[src/rtl/my_block_sched.sv]
// Scheduler for a bank of block tops sharing one search request.
// REF phase polls blocks in index order and keeps the first reference hit;
// BLOOM phase broadcasts the hit distance to every block and gathers the
// per-block bloom results; COMMIT pulses core_end so blocks write back.
// Every output is a flop whose next value is decoded from the next state,
// so outputs change together with the state they describe.
module my_block_sched #(
  parameter int NUM_BLK     = 4,
  parameter int DIST_WIDTH  = 14,
  parameter int IDX_WIDTH   = 2,
  parameter int TIMEOUT_CYC = 1023
) (
  input  logic                          clk,
  input  logic                          rst,
  input  logic                          start,
  input  logic [DIST_WIDTH-1:0]         start_dist,
  output logic                          busy,
  output logic                          done,
  output logic                          err_timeout,
  output logic                          ref_found,
  output logic [IDX_WIDTH-1:0]          ref_blk_idx,
  output logic [DIST_WIDTH-1:0]         ref_dist_o,
  output logic [NUM_BLK-1:0]            bloom_mask,
  output logic [1:0]                    blk_mode,
  output logic [NUM_BLK-1:0]            blk_sel,
  output logic [DIST_WIDTH-1:0]         blk_distance,
  output logic                          blk_core_end,
  input  logic [NUM_BLK-1:0]            blk_contains_ref,
  input  logic [NUM_BLK-1:0]            blk_ref_end,
  input  logic [NUM_BLK*DIST_WIDTH-1:0] blk_ref_dist,
  input  logic [NUM_BLK-1:0]            blk_contains_bloom,
  input  logic [NUM_BLK-1:0]            blk_bloom_end
);

  typedef enum logic [2:0] {
    S_IDLE       = 3'd0,
    S_REF_ISSUE  = 3'd1,
    S_REF_WAIT   = 3'd2,
    S_BLOOM_WAIT = 3'd3,
    S_COMMIT     = 3'd4,
    S_DONE       = 3'd5
  } state_t;

  localparam logic [1:0]            MODE_IDLE   = 2'b00;
  localparam logic [1:0]            MODE_REF    = 2'b01;
  localparam logic [1:0]            MODE_BLOOM  = 2'b10;
  localparam logic [9:0]            TIMER_MAX   = 10'd1023;
  localparam logic [9:0]            TIMEOUT_VAL = 10'(TIMEOUT_CYC);
  localparam logic [IDX_WIDTH-1:0]  LAST_IDX    = IDX_WIDTH'(NUM_BLK - 1);
  localparam logic [IDX_WIDTH-1:0]  IDX_ZERO    = {IDX_WIDTH{1'b0}};
  localparam logic [IDX_WIDTH-1:0]  IDX_ONE     = IDX_WIDTH'(1);
  localparam logic [NUM_BLK-1:0]    BLK_NONE    = {NUM_BLK{1'b0}};
  localparam logic [NUM_BLK-1:0]    BLK_ALL     = {NUM_BLK{1'b1}};
  localparam logic [NUM_BLK-1:0]    BLK_ONE     = NUM_BLK'(1);
  localparam logic [DIST_WIDTH-1:0] DIST_ZERO   = {DIST_WIDTH{1'b0}};

  // control state
  state_t                  state_q, state_d;
  logic [IDX_WIDTH-1:0]    idx_q, idx_d;
  logic [DIST_WIDTH-1:0]   sdist_q, sdist_d;
  logic [9:0]              timer_q, timer_d;
  logic [NUM_BLK-1:0]      seen_q, seen_d;

  // result registers
  logic                    ref_found_q, ref_found_d;
  logic [IDX_WIDTH-1:0]    ref_idx_q, ref_idx_d;
  logic [DIST_WIDTH-1:0]   ref_dist_q, ref_dist_d;
  logic [NUM_BLK-1:0]      bloom_mask_q, bloom_mask_d;
  logic                    err_q, err_d;

  // registered block-side and status outputs
  logic                    busy_q, busy_d;
  logic                    done_q, done_d;
  logic [1:0]              mode_q, mode_d;
  logic [NUM_BLK-1:0]      sel_q, sel_d;
  logic [DIST_WIDTH-1:0]   bdist_q, bdist_d;
  logic                    core_end_q, core_end_d;

  // helpers
  logic [9:0]              timer_inc_s;
  logic                    timeout_hit_s;
  logic [DIST_WIDTH-1:0]   cur_ref_dist_s;
  logic [NUM_BLK-1:0]      bloom_new_s;

  // Saturating wait timer increment and distance of the block being polled.
  always_comb begin
    timer_inc_s    = (timer_q == TIMER_MAX) ? timer_q : (timer_q + 10'd1);
    timeout_hit_s  = (timer_inc_s >= TIMEOUT_VAL);
    cur_ref_dist_s = blk_ref_dist[int'(idx_q) * DIST_WIDTH +: DIST_WIDTH];
    bloom_new_s    = blk_bloom_end & ~seen_q;
  end

  // Next-state and result-register logic for the scheduling sequence.
  always_comb begin
    state_d      = state_q;
    idx_d        = idx_q;
    sdist_d      = sdist_q;
    timer_d      = timer_q;
    seen_d       = seen_q;
    ref_found_d  = ref_found_q;
    ref_idx_d    = ref_idx_q;
    ref_dist_d   = ref_dist_q;
    bloom_mask_d = bloom_mask_q;
    err_d        = err_q;
    case (state_q)
      S_IDLE: begin
        if (start) begin
          sdist_d      = start_dist;
          idx_d        = IDX_ZERO;
          ref_found_d  = 1'b0;
          bloom_mask_d = BLK_NONE;
          err_d        = 1'b0;
          seen_d       = BLK_NONE;
          state_d      = S_REF_ISSUE;
        end else begin
          state_d = S_IDLE;
        end
      end
      S_REF_ISSUE: begin
        timer_d = 10'd0;
        state_d = S_REF_WAIT;
      end
      S_REF_WAIT: begin
        timer_d = timer_inc_s;
        if (blk_ref_end[idx_q]) begin
          // only the first hit is kept; later hits leave the result alone
          if (blk_contains_ref[idx_q] && !ref_found_q) begin
            ref_found_d = 1'b1;
            ref_idx_d   = idx_q;
            ref_dist_d  = cur_ref_dist_s;
          end else begin
            ref_found_d = ref_found_q;
          end
          if (idx_q == LAST_IDX) begin
            if (ref_found_d) begin
              timer_d = 10'd0;
              seen_d  = BLK_NONE;
              state_d = S_BLOOM_WAIT;
            end else begin
              state_d = S_DONE;
            end
          end else begin
            idx_d   = idx_q + IDX_ONE;
            state_d = S_REF_ISSUE;
          end
        end else if (timeout_hit_s) begin
          err_d   = 1'b1;
          state_d = S_DONE;
        end else begin
          state_d = S_REF_WAIT;
        end
      end
      S_BLOOM_WAIT: begin
        timer_d = timer_inc_s;
        // a block's result is taken on its first bloom_end only
        bloom_mask_d = (bloom_mask_q & ~bloom_new_s) | (blk_contains_bloom & bloom_new_s);
        seen_d       = seen_q | blk_bloom_end;
        if (seen_d == BLK_ALL) begin
          state_d = S_COMMIT;
        end else if (timeout_hit_s) begin
          err_d   = 1'b1;
          state_d = S_DONE;
        end else begin
          state_d = S_BLOOM_WAIT;
        end
      end
      S_COMMIT: begin
        state_d = S_DONE;
      end
      S_DONE: begin
        state_d = S_IDLE;
      end
      default: begin
        state_d = S_IDLE;
      end
    endcase
  end

  // Output decode from the next state so outputs line up with it.
  always_comb begin
    busy_d     = (state_d != S_IDLE);
    done_d     = (state_d == S_DONE);
    core_end_d = (state_d == S_COMMIT);
    mode_d     = MODE_IDLE;
    sel_d      = BLK_NONE;
    bdist_d    = DIST_ZERO;
    case (state_d)
      S_REF_ISSUE, S_REF_WAIT: begin
        mode_d  = MODE_REF;
        sel_d   = BLK_ONE << idx_d;
        bdist_d = sdist_d;
      end
      S_BLOOM_WAIT: begin
        mode_d  = MODE_BLOOM;
        sel_d   = BLK_ALL;
        bdist_d = ref_dist_d;
      end
      default: begin
        mode_d  = MODE_IDLE;
        sel_d   = BLK_NONE;
        bdist_d = DIST_ZERO;
      end
    endcase
  end

  // State, result and output registers with synchronous reset.
  always_ff @(posedge clk) begin
    if (rst) begin
      state_q      <= S_IDLE;
      idx_q        <= IDX_ZERO;
      sdist_q      <= DIST_ZERO;
      timer_q      <= 10'd0;
      seen_q       <= BLK_NONE;
      ref_found_q  <= 1'b0;
      ref_idx_q    <= IDX_ZERO;
      ref_dist_q   <= DIST_ZERO;
      bloom_mask_q <= BLK_NONE;
      err_q        <= 1'b0;
      busy_q       <= 1'b0;
      done_q       <= 1'b0;
      mode_q       <= MODE_IDLE;
      sel_q        <= BLK_NONE;
      bdist_q      <= DIST_ZERO;
      core_end_q   <= 1'b0;
    end else begin
      state_q      <= state_d;
      idx_q        <= idx_d;
      sdist_q      <= sdist_d;
      timer_q      <= timer_d;
      seen_q       <= seen_d;
      ref_found_q  <= ref_found_d;
      ref_idx_q    <= ref_idx_d;
      ref_dist_q   <= ref_dist_d;
      bloom_mask_q <= bloom_mask_d;
      err_q        <= err_d;
      busy_q       <= busy_d;
      done_q       <= done_d;
      mode_q       <= mode_d;
      sel_q        <= sel_d;
      bdist_q      <= bdist_d;
      core_end_q   <= core_end_d;
    end
  end

  assign busy         = busy_q;
  assign done         = done_q;
  assign err_timeout  = err_q;
  assign ref_found    = ref_found_q;
  assign ref_blk_idx  = ref_idx_q;
  assign ref_dist_o   = ref_dist_q;
  assign bloom_mask   = bloom_mask_q;
  assign blk_mode     = mode_q;
  assign blk_sel      = sel_q;
  assign blk_distance = bdist_q;
  assign blk_core_end = core_end_q;

endmodule

[config.mk]
export PLATFORM = sky130hd
export DESIGN_NAME = my_block_sched
export DESIGN_NICKNAME = d
export VERILOG_FILES = /design/src/rtl/my_block_sched.sv
export SDC_FILE = /design/constraint.sdc
export NUM_CORES = 1
export LEC_CHECK = 0
export CORE_ASPECT_RATIO = 1.4
export CORE_MARGIN = 8
export CORE_UTILIZATION = 35
export DETAILED_ROUTE_END_ITERATION = 7
export PLACE_DENSITY = 0.67
export SYNTH_ARGS = -nofsm -noshare
export SYNTH_HDL_FRONTEND = slang
export SYNTH_SLANG_ARGS = --single-unit
[constraint.sdc]
create_clock -name clk -period 2.6 [get_ports clk]
set_input_delay 0.52 -clock clk [delete_from_list [all_inputs] [get_ports clk]]
set_output_delay 0.52 -clock clk [all_outputs]
set_load 0.01 [all_outputs]
# Word level (Yosys, flattened, before mapping)
# Cells that the tools add are included.
[totals] elab_cells=107 ramBits=0 romBits=0 latchBits=0 reg_bits=78 n_memories=0 in_bits=89
[classes] shift=2 n_mux=45 order_cmp=2 add_sub_neg=2 bitwise_logic=7 div=0 n_mul=1 n_reduce_logical=14 eq_ne=18
[ops] cell="2-to-1 mux 14 bit" count=5
[ops] cell="indexed part select 56 x 7 -> 14 bit" count=1
[ops] cell="2-to-1 mux 10 bit" count=4
[ops] cell="case mux 10 bit (3 select lines)" count=1
[ops] cell="case mux 14 bit (2 select lines)" count=1
[ops] cell="2-to-1 mux 3 bit" count=6
[ops] cell="2-to-1 mux 4 bit" count=4
[ops] cell="case mux 4 bit (2 select lines)" count=2
[ops] cell="case mux 3 bit (5 select lines)" count=1
[ops] cell="AND 4 bit" count=3
[ops] cell="equality test 3 x 2 -> 1 bit, second input constant" count=4
[ops] cell="case mux 4 bit (3 select lines)" count=1
[ops] cell="2-to-1 mux 1 bit" count=11
[ops] cell="adder 10 x 1 -> 10 bit, second input constant" count=1
[ops] cell="equality test 10 bit, second input constant" count=1
[ops] cell=">= comparator 10 bit, second input constant" count=1
[ops] cell="inequality test 2 bit, second input constant" count=5
[ops] cell="equality test 3 bit, second input constant" count=3
[ops] cell="nonzero test 3 bit" count=3
[ops] cell="inverter 4 bit" count=2
[ops] cell="bitwise OR 4 bit" count=2
[ops] cell="case mux 2 bit (2 select lines)" count=2
[ops] cell="equality test 3 x 1 -> 1 bit, second input constant" count=2
[ops] cell="2-to-1 mux 2 bit" count=3
[ops] cell="other kinds (19)" count=22

# Depth between registers and ports, before layout
[depth] ltp_word=13 depth_mapped=11

# Worst setup path after synthesis
# Ideal clock, no wire load.
[synth_timing] kind="register to register" from="register timer_q[0]" to="register bdist_q[10] (netlist: blk_distance[10])" stages_incl_launch_ff=11 arrival_ns=2.471 synth_period_minus_slack_ns=2.588 required_ns=2.483 path_slack_ns=0.012 path_cell_list="dfxtp_1 -> ha_1 -> and3_2 -> nand3_1 -> and3_1 -> nor4_4 -> a311o_2 -> nand2_4 -> xnor2_4 -> buf_6 -> a32o_1"
[synth_between] elab_chain_len=9
[synth_lines] item="start, declared" line="61" rtl="logic [9:0] timer_q, timer_d;"
[synth_lines] item="start signal, assigned" line="229" rtl="timer_q <= timer_d;"
[synth_lines] item="adder 10 x 1 -> 10 bit or equality test 10 bit (tied branches)" line="87" rtl="timer_inc_s = (timer_q == TIMER_MAX) ? timer_q : (timer_q + 10'd1);"
[synth_lines] item="2-to-1 mux 10 bit *" line="87"
[synth_lines] item=">= comparator 10 bit *" line="88" rtl="timeout_hit_s = (timer_inc_s >= TIMEOUT_VAL);"
[synth_lines] item="2-to-1 mux 3 bit, on equally long branches" line="146, 160"
[synth_lines] item="2-to-1 mux 3 bit, on equally long branches" line="125, 158"
[synth_lines] item="case mux 3 bit (5 select lines) *" line="105" rtl="case (state_q)"
[synth_lines] item="equality test 3 x 1 -> 1 bit or equality test 3 x 2 -> 1 bit (tied branches)" line="187" rtl="case (state_d)"
[synth_lines] item="OR reduction 2 bit" line="187"
[synth_lines] item="case mux 14 bit (2 select lines) *" line="187"
[synth_lines] item="end signal, assigned" line="240" rtl="bdist_q <= bdist_d;"
[synth_lines] item="end, declared" line="76" rtl="logic [DIST_WIDTH-1:0] bdist_q, bdist_d;"
# Every way passes the cells marked *; elsewhere a longest branch is shown, timed or not.
# A chain may end at the register's enable or synchronous reset.

# Final worst setup path
[layout_timing] from="register timer_q[8]" to="register bdist_q[7] (netlist: blk_distance[7])"
# The elaborated chain is that of the path after synthesis.

==> impl_results.md <==
- Crit Path Category: flip-flop to flip-flop
- Slew at the pin closest to its max-slew limit: 0.442 ns
- Most common flop cell mapped by yosys: sky130_fd_sc_hd__dfxtp_1
- Setup violation total in the final timing report: 0
- Number of antenna diodes: 0
- Hold Violations, Final: 0
- Initial antenna violation count: 0
- EDFF count, synth: 0
- Routability-driven placement congestion ratio: 0.876
- Via count of the first global-routing pass: 3618
- Run status: finished, final reports clean
- Period utilisation layout: 0.971
- Largest vdd supply drop: 0.378 mV
- Net count, final: 638
- Mean Syn Cell Area: 9.32 µm²
- Maximum clock frequency: 396 MHz
- Most used standard cell by instance count after synthesis: sky130_fd_sc_hd__dfxtp_1
- Count of clock tree sinks: 78
- Chip height: 137 µm
- Residual DRC: 0
- Power Density: 588 nW/µm²
- Proportion of netlist area held by the largest area contributor: 0.427
- Cell taking the most area after synthesis: sky130_fd_sc_hd__dfxtp_1
- Leading post-synthesis cells by instance count: 78 x sky130_fd_sc_hd__dfxtp_1, 50 x sky130_fd_sc_hd__nor2_1, 43 x sky130_fd_sc_hd__nand2_1
- Placeable core region: 10300 µm²
- Deepest clock path buffer count: 2
- Max-slew violation count: 0
- Cell family with most CP delay: simple AND/OR/NAND/NOR gates
- Most common cell type on the critical path: sky130_fd_sc_hd__buf_4
- Footprint of the multi-input gates: 1980 µm²
- Top-Level Pins: 134
- Root Buffer Master: sky130_fd_sc_hd__clkbuf_16
- Syn Nets: 482
- Layout Area Growth over Synthesis: 55.7%
- Reported leakage power: 0.00215 µW
- First-pass GRT wire length: 17900 µm
- Worst Setup Slack post-DPL: -0.197 ns
- FFs w/ async S/R, synth: 0
- H-tree Lvls: 3
- Pin count of the biggest net entering global routing: 25
- Routed len/inst: 17.0 µm
- Total via count in the routed design: 3611
- Number of rows in the core area: 44
- Post-route total power: 3350 µW
- Clock latency reported for the late side of the worst-skew pair: 0.33 ns
- Post-route worst hold slack: 0.465 ns
- Global-route total usage across every layer: 0.165
- Critical path fanouts, max: 8
- Buf/Inv on CP: 2
- Full die area: 14000 µm²
- Post-DP HPWL: 9150 µm
- Area contributors post-synth: sky130_fd_sc_hd__dfxtp_1 43%, sky130_fd_sc_hd__mux4_2 9.2%, sky130_fd_sc_hd__mux2i_1 5.2%
- Worst-case setup margin in the final layout: 0.0762 ns
- Share of final-layout standard cells stronger than drive strength 1: 0.163
- Number of buffers added on ports: 133
- Cell with the biggest individual delay on the critical path: sky130_fd_sc_hd__dfxtp_1
- Path type of the worst min-delay path: flip-flop to flip-flop
- Residual overflow from global routing: 0
- Clock tree from TritonCTS: yes
- Cell area after technology mapping: 3650 µm²
- Clock buffers created by TritonCTS: 9
- RSZ-0062 raised after global routing: false
- Initial Util: 0.355
- Count of TritonRoute iterations in the first routing pass: 4
- Sequential element share of the synthesized area: 0.427
- Post-synthesis instance total: 392
- Crit path required time: 2.81 ns
- Width of the die: 102 µm
- Worst max-slew margin expressed relative to the limit: 0.702
- CTS hold repair buffers: 0
- Clock period minus worst slack: 2.52 ns
- Syn. warnings: 0
- Register cell area after layout: 1560 µm²
- Wirelength, routed: 11700 µm
- Clock tree skew after final layout: 0.00771 ns
- Cells traversed along the worst timing path: nand3_1 -> o21ai_0 -> a31oi_1 -> nor4_4 -> buf_4 -> o2111ai_1 -> and3_2 -> buf_4 -> a32o_1
- Kind of start point of the critical path: flip-flop
- Distinct cell type count after synthesis: 56
- Number of filler instances in the final layout: 933
- Vias per std cell: 5.24
- DRT iter0 DRCs: 134
- Crit. End Element: flip-flop
- Arrival time reported for the critical path endpoint: 2.73 ns
- Antenna violation net count after detailed routing: 0
- Slowest Stage Delay on Critical Path: 0.47 ns
- Clock transition at path regs: 0.06 ns
- Max Cap Viol: 0
- Synthesis-stage register bit count: 78
[cell type report]
| cell class | count | area share |
|---|---|---|
| clock buffers | 10 | 0.0420 |
| multi-input cells | 283 | 0.348 |
| clock inverters | 4 | 0.0128 |
| repair buffers | 169 | 0.287 |
| flip-flops and latches | 78 | 0.275 |
| inverters | 7 | 0.00462 |
| well taps | 138 | 0.0303 |
[sequential cells by signal, summed over array words and instances (netlist names)]
register / flops
busy: 1
blk_core_end: 1
idx_q: 2
done: 1
timer_q: 10
sdist_q: 14
bloom_mask: 4
err_timeout: 1
ref_dist_o: 14
state_q: 3
ref_blk_idx: 2
blk_distance: 14
blk_mode: 2
ref_found: 1
seen_q: 4
blk_sel: 4
[cells by family after synthesis]
kind of cell,Yosys count,synth area share
and+or+nand+nor,144,0.190
AOI/OAI and AO/OA,102,0.188
DFF,78,0.427
muxes,35,0.148
buffers and inverters,31,0.0363
xor gates and xnor gates,1,0.00753
adders and majority gates,1,0.00342
[worst paths after layout]
path / startpoint / to / slack (ns) / cells after the start
max: timer_q[8]$_SDFFE_PP0P_ / blk_distance[7]$_SDFF_PP0_ / 0.08 / 9
min reg2reg: sdist_q[7]$_SDFF_PP0_ / sdist_q[7]$_SDFF_PP0_ / 0.47 / 2
max reg2reg: timer_q[8]$_SDFFE_PP0P_ / blk_distance[7]$_SDFF_PP0_ / 0.08 / 9
min: sdist_q[7]$_SDFF_PP0_ / sdist_q[7]$_SDFF_PP0_ / 0.47 / 2
[power by group]
part / total [µW] / internal [µW] / switching [µW]
combinational: 734 / 398 / 336
clock: 1310 / 853 / 453
sequential: 1310 / 1270 / 36.4
total: 3350 / 2520 / 825
[metrics by stage]
stage          instances  area [µm²]  utilization  TNS, ns
3_3_place_gp         672        5320        0.517    -1.84
3_5_place_dp         672        5320        0.517    -3.04
5_1_grt              689        5690        0.553        0
4_1_cts              687        5650        0.549        0
6_report             689        5690        0.553        0
2_1_floorplan        392        3650            -        0
[worst min-delay path, cell delays in order (launching register included)]
cell and delay, ns:
sky130_fd_sc_hd__dfxtp_1 0.30, sky130_fd_sc_hd__nand2_1 0.05, sky130_fd_sc_hd__a21oi_1 0.07
[cell usage in the layout (no fill, tap or decap), types with 6 or more instances in the layout]
master	n
sky130_fd_sc_hd__nand3_1	6
sky130_fd_sc_hd__nor2_1	49
sky130_fd_sc_hd__mux4_2	15
sky130_fd_sc_hd__buf_4	33
sky130_fd_sc_hd__clkdlybuf4s50_1	132
sky130_fd_sc_hd__a32o_1	13
sky130_fd_sc_hd__o21ai_0	21
sky130_fd_sc_hd__nand2_1	43
sky130_fd_sc_hd__inv_1	6
sky130_fd_sc_hd__mux2i_1	18
sky130_fd_sc_hd__a21oi_1	35
sky130_fd_sc_hd__clkbuf_16	9
sky130_fd_sc_hd__dfxtp_1	76
sky130_fd_sc_hd__nor3_1	12
[timing repair]
action / in CTS / in global routing
endpoints found under the hold margin: 0 / 0
pin swaps: 2 / 2
resized for setup: 0 / 7
setup buffers: 1 / 2
setup endpoints to repair: 17 / 19
cloned: 0 / 0
[layer usage]
metal,track usage,up-vias,wire length [µm]
met3,0.0453,14,884
met2,0.300,142,6170
met1,0.172,1701,4420
li1,-,1754,-
met4,0.0663,0,210
met5,0,-,0
No activity file was read; power rests on OpenSTA's default activity.
